--- src/rtl/obstacle_field_ctl.sv ---
// obstacle_field_ctl: scrolls N_OBST obstacles leftward, respawns them with LFSR heights,
// detects player collision, and keeps a saturating score with score-driven speed-up.
module obstacle_field_ctl #(
    parameter int          N_OBST        = 2,
    parameter int          TICK_DIV      = 4_000_000,
    parameter int          X_START       = 750,
    parameter int          SPACING       = 200,
    parameter int          Y_MIN         = 100,
    parameter int          Y_BITS        = 8,
    parameter int          OBST_W        = 32,
    parameter int          OBST_H        = 32,
    parameter int          PLAYER_X      = 0,
    parameter int          PLAYER_W      = 48,
    parameter int          PLAYER_H      = 48,
    parameter int          SPEEDUP_EVERY = 5,
    parameter int          MAX_STEP      = 4,
    parameter logic [15:0] LFSR_SEED     = 16'hACE1
) (
    input  logic                clk,
    input  logic                rst,
    input  logic                start_i,
    input  logic [11:0]         player_y_i,
    output logic [12*N_OBST-1:0] obstacle_xpos_o,
    output logic [12*N_OBST-1:0] obstacle_ypos_o,
    output logic                endgame_o,
    output logic [15:0]         score_o,
    output logic [2:0]          step_o
);
    localparam int TW = TICK_DIV > 1 ? $clog2(TICK_DIV) : 1;
    typedef enum logic [1:0] {IDLE, RUN, ENDGAME} state_t;
    state_t        state_q;
    logic [11:0]   xpos_q [N_OBST];
    logic [11:0]   ypos_q [N_OBST];
    logic [15:0]   score_q, spd_q, lfsr_q, lfsr_d, score_d;
    logic [2:0]    step_q;
    logic [TW-1:0] tick_q;
    logic          endgame_q, tick;
    logic [N_OBST-1:0] hit, exits;
    logic [3:0]    n_exit;
    logic [16:0]   score_sum, spd_d;
    assign lfsr_d    = {lfsr_q[14:0], lfsr_q[15] ^ lfsr_q[13] ^ lfsr_q[12] ^ lfsr_q[10]};
    assign tick      = tick_q == TW'(TICK_DIV - 1);
    assign score_sum = {1'b0, score_q} + 17'(n_exit);
    assign score_d   = score_sum[16] ? 16'hFFFF : score_sum[15:0];
    assign spd_d     = {1'b0, spd_q} + 17'(n_exit);
    // Overlap test widened to 13 bits so edge sums never wrap.
    always_comb begin
        hit    = '0;
        exits  = '0;
        n_exit = '0;
        for (int i = 0; i < N_OBST; i++) begin
            hit[i]   = ({1'b0, xpos_q[i]} < 13'(PLAYER_X + PLAYER_W)) &&
                       ({1'b0, xpos_q[i]} + 13'(OBST_W) > 13'(PLAYER_X)) &&
                       ({1'b0, ypos_q[i]} < {1'b0, player_y_i} + 13'(PLAYER_H)) &&
                       ({1'b0, ypos_q[i]} + 13'(OBST_H) > {1'b0, player_y_i});
            exits[i] = xpos_q[i] < 12'(step_q);
            n_exit   = n_exit + 4'(exits[i]);
        end
    end
    always_ff @(posedge clk) begin
        lfsr_q <= rst ? LFSR_SEED : lfsr_d;
        if (rst || (start_i && state_q != RUN)) begin
            state_q   <= rst ? IDLE : RUN;
            for (int i = 0; i < N_OBST; i++) begin
                xpos_q[i] <= 12'(X_START + i * SPACING);
                ypos_q[i] <= 12'(Y_MIN + (i * 37) % (1 << Y_BITS));
            end
            score_q   <= '0;
            step_q    <= 3'd1;
            tick_q    <= '0;
            spd_q     <= '0;
            endgame_q <= 1'b0;
        end else if (state_q == RUN) begin
            if (|hit) begin
                state_q   <= ENDGAME;
                endgame_q <= 1'b1;
            end else if (tick) begin
                tick_q <= '0;
                for (int i = 0; i < N_OBST; i++) begin
                    xpos_q[i] <= exits[i] ? 12'(X_START) : xpos_q[i] - 12'(step_q);
                    ypos_q[i] <= exits[i] ? 12'(Y_MIN) + 12'(lfsr_q[Y_BITS-1:0]) : ypos_q[i];
                end
                score_q <= score_d;
                if (spd_d >= 17'(SPEEDUP_EVERY)) begin
                    spd_q <= '0;
                    if (step_q < 3'(MAX_STEP)) step_q <= step_q + 3'd1;
                end else begin
                    spd_q <= spd_d[15:0];
                end
            end else begin
                tick_q <= tick_q + TW'(1);
            end
        end
    end
    for (genvar g = 0; g < N_OBST; g++) begin : g_pack
        assign obstacle_xpos_o[12*g +: 12] = xpos_q[g];
        assign obstacle_ypos_o[12*g +: 12] = ypos_q[g];
    end
    assign endgame_o = endgame_q;
    assign score_o   = score_q;
    assign step_o    = step_q;
endmodule

--- config.mk ---
export PLATFORM = sky130hd
export DESIGN_NAME = obstacle_field_ctl
export DESIGN_NICKNAME = d
export VERILOG_FILES = /design/src/rtl/obstacle_field_ctl.sv
export SDC_FILE = /design/constraint.sdc
export NUM_CORES = 1
export LEC_CHECK = 0
export BUFFER_PORTS_ARGS = -buffer_cell sky130_fd_sc_hd__buf_4
export CAP_MARGIN = 20
export CORE_MARGIN = 8
export CORE_UTILIZATION = 59
export DETAILED_ROUTE_END_ITERATION = 8
export PLACE_DENSITY = 0.81
export REMOVE_ABC_BUFFERS = 1
export SLEW_MARGIN = 30
export SYNTH_ARGS = -nofsm -noshare
export SYNTH_HDL_FRONTEND = slang
export SYNTH_SLANG_ARGS = --single-unit
export TNS_END_PERCENT = 1
--- constraint.sdc ---
create_clock -name clk -period 5.4 [get_ports clk]
set_input_delay 0.81 -clock clk [delete_from_list [all_inputs] [get_ports clk]]
set_output_delay 0.81 -clock clk [all_outputs]
set_load 0.1 [all_outputs]
==> summary.md <==
| Metric | Value |
|---|---|
| Max-cap violations | `0` |
| Worst EP required | `5710 ps` |
| Final Max Slew Viols | `0` |
| Fmax | `199 MHz` |
| Distinct cells, synth | `61` |
| RSZ-0062 raised after global routing | `false` |
| Post-synthesis average cell area | `9.51 µm²` |
| Cell count after synthesis | `709` |
| WHS | `408 ps` |
| TritonRoute pass-1 iters | `5` |
| Post-synth top area share | `22.0%` |
| IO Port Bufs | `76` |
| Fin crit share | `93.0%` |
| DIE WIDTH | `123 µm` |
| Core ar. | `11300 µm²` |
| Nets | `856` |
| Syn. warnings | `0` |
| Total number of vias | `5615` |
| Crit. End Element | `flip-flop` |
| Post-synth ARST share | `0%` |
| Hold buffers post-CTS | `0` |
| Worst Max-Slew Pin Slew | `942 ps` |
| Share of post-route cells with drive strength above 1 | `18.0%` |
| Gpl congestion | `0.881` |
| Via-to-Cell Ratio | `5.96` |
| CTS Buffer Depth | `2` |
| Main synth FF type | `dfxtp_1` |
| DP Wirelength | `11.8 mm` |
| Ant diodes | `0` |
| H-tree depth | `4` |
| Area Growth Syn to Fin | `18.5%` |
| Die area | `15100 µm²` |
| Vias in the first global route | `5519` |
| First-pass GRT wire length | `26.9 mm` |
| Final setup violation count | `0` |
| Type of the tightest min-delay check | `flip-flop to flip-flop` |
| CP Max Fanout | `9` |
| FF+latch count, synth | `118` |
| Post-synth EDFFs | `44` |
| Static Leak | `3.19 nW` |
| Worst setup margin | `376 ps` |
| Dpl ws | `453 ps` |
| GR Overflow Total | `0` |
| Status | `completed` |
| DRT antenna net count | `0` |
| CTS Sinks | `118` |
| Leading area contributor after synthesis | `dfxtp_1` |
| R2R Setup Slk | `380 ps` |
| Worst-Skew Late Latency | `420 ps` |
| Die H | `123 µm` |
| Initial antenna violation count | `0` |
| CTS tree | `yes` |
| Tot Pwr | `2.38 mW` |
| Most numerous cell in the Yosys netlist | `dfxtp_1` |
| Commonest cells in the netlist | `dfxtp_1, nor2_1, ha_1, nand2_1, xnor2_1` |
| Gr usage total | `22.4%` |
| Worst endpoint data arrival time | `5330 ps` |
| Final instance count without filler cells | `942` |
| Final wirelength | `16.8 mm` |
| DRC Markers | `0` |
| Wire length per cell | `17.8 µm` |
| Rel. slew slack | `36.9%` |
| Worst-path clk slew | `60 ps` |
| Initial Util | `59.8%` |
| Fin. Hold Viols | `0` |
| Mapped Area | `6740 µm²` |
| Area contributors post-synth | `dfxtp_1, edfxtp_1, ha_1` |
| Std cell rows | `39` |
| Clock root cell | `clkbuf_16` |
| Pwr/cell area | `298 nW/µm²` |
| Minimum clock period | `5020 ps` |
| Post-Route Setup TNS | `0 ps` |
| TritonCTS buffer count | `17` |
| Critical path launch point type | `flip-flop` |
| Pin count of the biggest net entering global routing | `42` |
| Crit path kind | `flip-flop to flip-flop` |
| Clock skew | `6.83 ps` |
| Initial DRC count | `559` |
| VDD IR max | `217 µV` |
| Number of top-level pins | `83` |
| Placed Cells | `909` |
| Register area share after synthesis | `41.6%` |
[worst paths after layout]
kind / end / cells after the start / from
hold reg to reg: lfsr_q[15] / 1 / lfsr_q[14]
setup / recovery: step_o[0] / 18 / xpos_q[0][12]
setup reg to reg: step_o[0] / 18 / xpos_q[0][12]
hold / removal: lfsr_q[15] / 1 / lfsr_q[14]
[worst max-delay path, stage by stage, from the launching register on]
cell and delay [ps]:
edfxtp_1 430, inv_1 90, ha_1 170, inv_1 60, fa_1 410, a211o_1 340
or3_1 420, nor2_1 350, ha_1 350, xor2_1 200, ha_1 190, a21oi_2 90
nor4_1 540, mux2i_1 280, o21bai_1 180, a2111oi_4 70, a2111oi_2 480, and3_1 220
nor2_1 40
[cell families (layout without fill, tap and decap cells)]
kind of cell | Yosys count | after routing | synth area share (%)
buffers and inverters | 62 | 147 | 4.58
flip-flops | 118 | 118 | 41.6
other | 1 | 6 | 0.0556
adder cells (fa/ha/maj) | 55 | 55 | 10.4
multiplexers | 3 | 3 | 0.445
XOR/XNOR | 59 | 59 | 7.66
AND/OR/NAND/NOR | 323 | 323 | 25.6
AO/OA/AOI/OAI | 88 | 88 | 9.70
[power breakdown]
group          switching, mW  total [mW]  leakage (nW)  internal [mW]
clock                  0.397        1.19         0.296          0.793
combinational          0.167       0.230          1.88         0.0627
sequential            0.0188       0.964          1.01          0.945
total                  0.582        2.38          3.19           1.80
[repair_timing]
| item | 4_1_cts | 5_1_grt |
|---|---|---|
| setup buffers | 0 | 0 |
| setup endpoints to repair | 0 | 2 |
| resized for setup | 0 | 1 |
[cell usage in the layout (no fill, tap or decap), types with 17 or more instances in the layout]
master / synthesis / layout
nor2_1: 69 / 69
nand3_1: 26 / 26
edfxtp_1: 44 / 44
ha_1: 53 / 53
nor2b_1: 18 / 18
xnor2_1: 45 / 45
nor3_1: 40 / 40
nand2_1: 52 / 52
dfxtp_1: 74 / 74
inv_1: 34 / 34
buf_4: 7 / 79
and3_1: 37 / 37
clkbuf_16: 0 / 17
a21oi_1: 23 / 22
[flip-flops by register name, indices dropped and copies added, names as in the netlist]
| name | count |
|---|---|
| endgame_o | 1 |
| tick_q | 22 |
| ypos_q | 18 |
| spd_q | 16 |
| xpos_q | 24 |
| state_q | 2 |
| step_o | 3 |
| lfsr_q | 16 |
| score_o | 16 |
[metrics by stage]
step                      util [%]  cell area (µm²)
final                         70.9             7990
after global placement        65.3             7360
after global routing          70.9             7990
after floorplan                  -             6590
after CTS                     70.7             7970
after detailed placement      65.3             7360
[cell type report]
type | count | area [µm²]
flip-flops and latches | 118 | 2800
fillers | 820 | 3280
multi-input cells | 534 | 3650
inverters | 35 | 131
clock buffers | 23 | 468
well taps | 143 | 179
repair buffers | 80 | 608
clock inverters | 9 | 149
[per-layer routing]
layer | GRT usage [%] | vias to the layer above | share of wire, %
met5 | 0 | - | 0
met4 | 7.84 | 0 | 1.6
met3 | 5.75 | 24 | 6.4
met2 | 37.9 | 172 | 50
met1 | 27.2 | 2735 | 42
li1 | - | 2684 | -
Power figures use the tool's default switching activity.
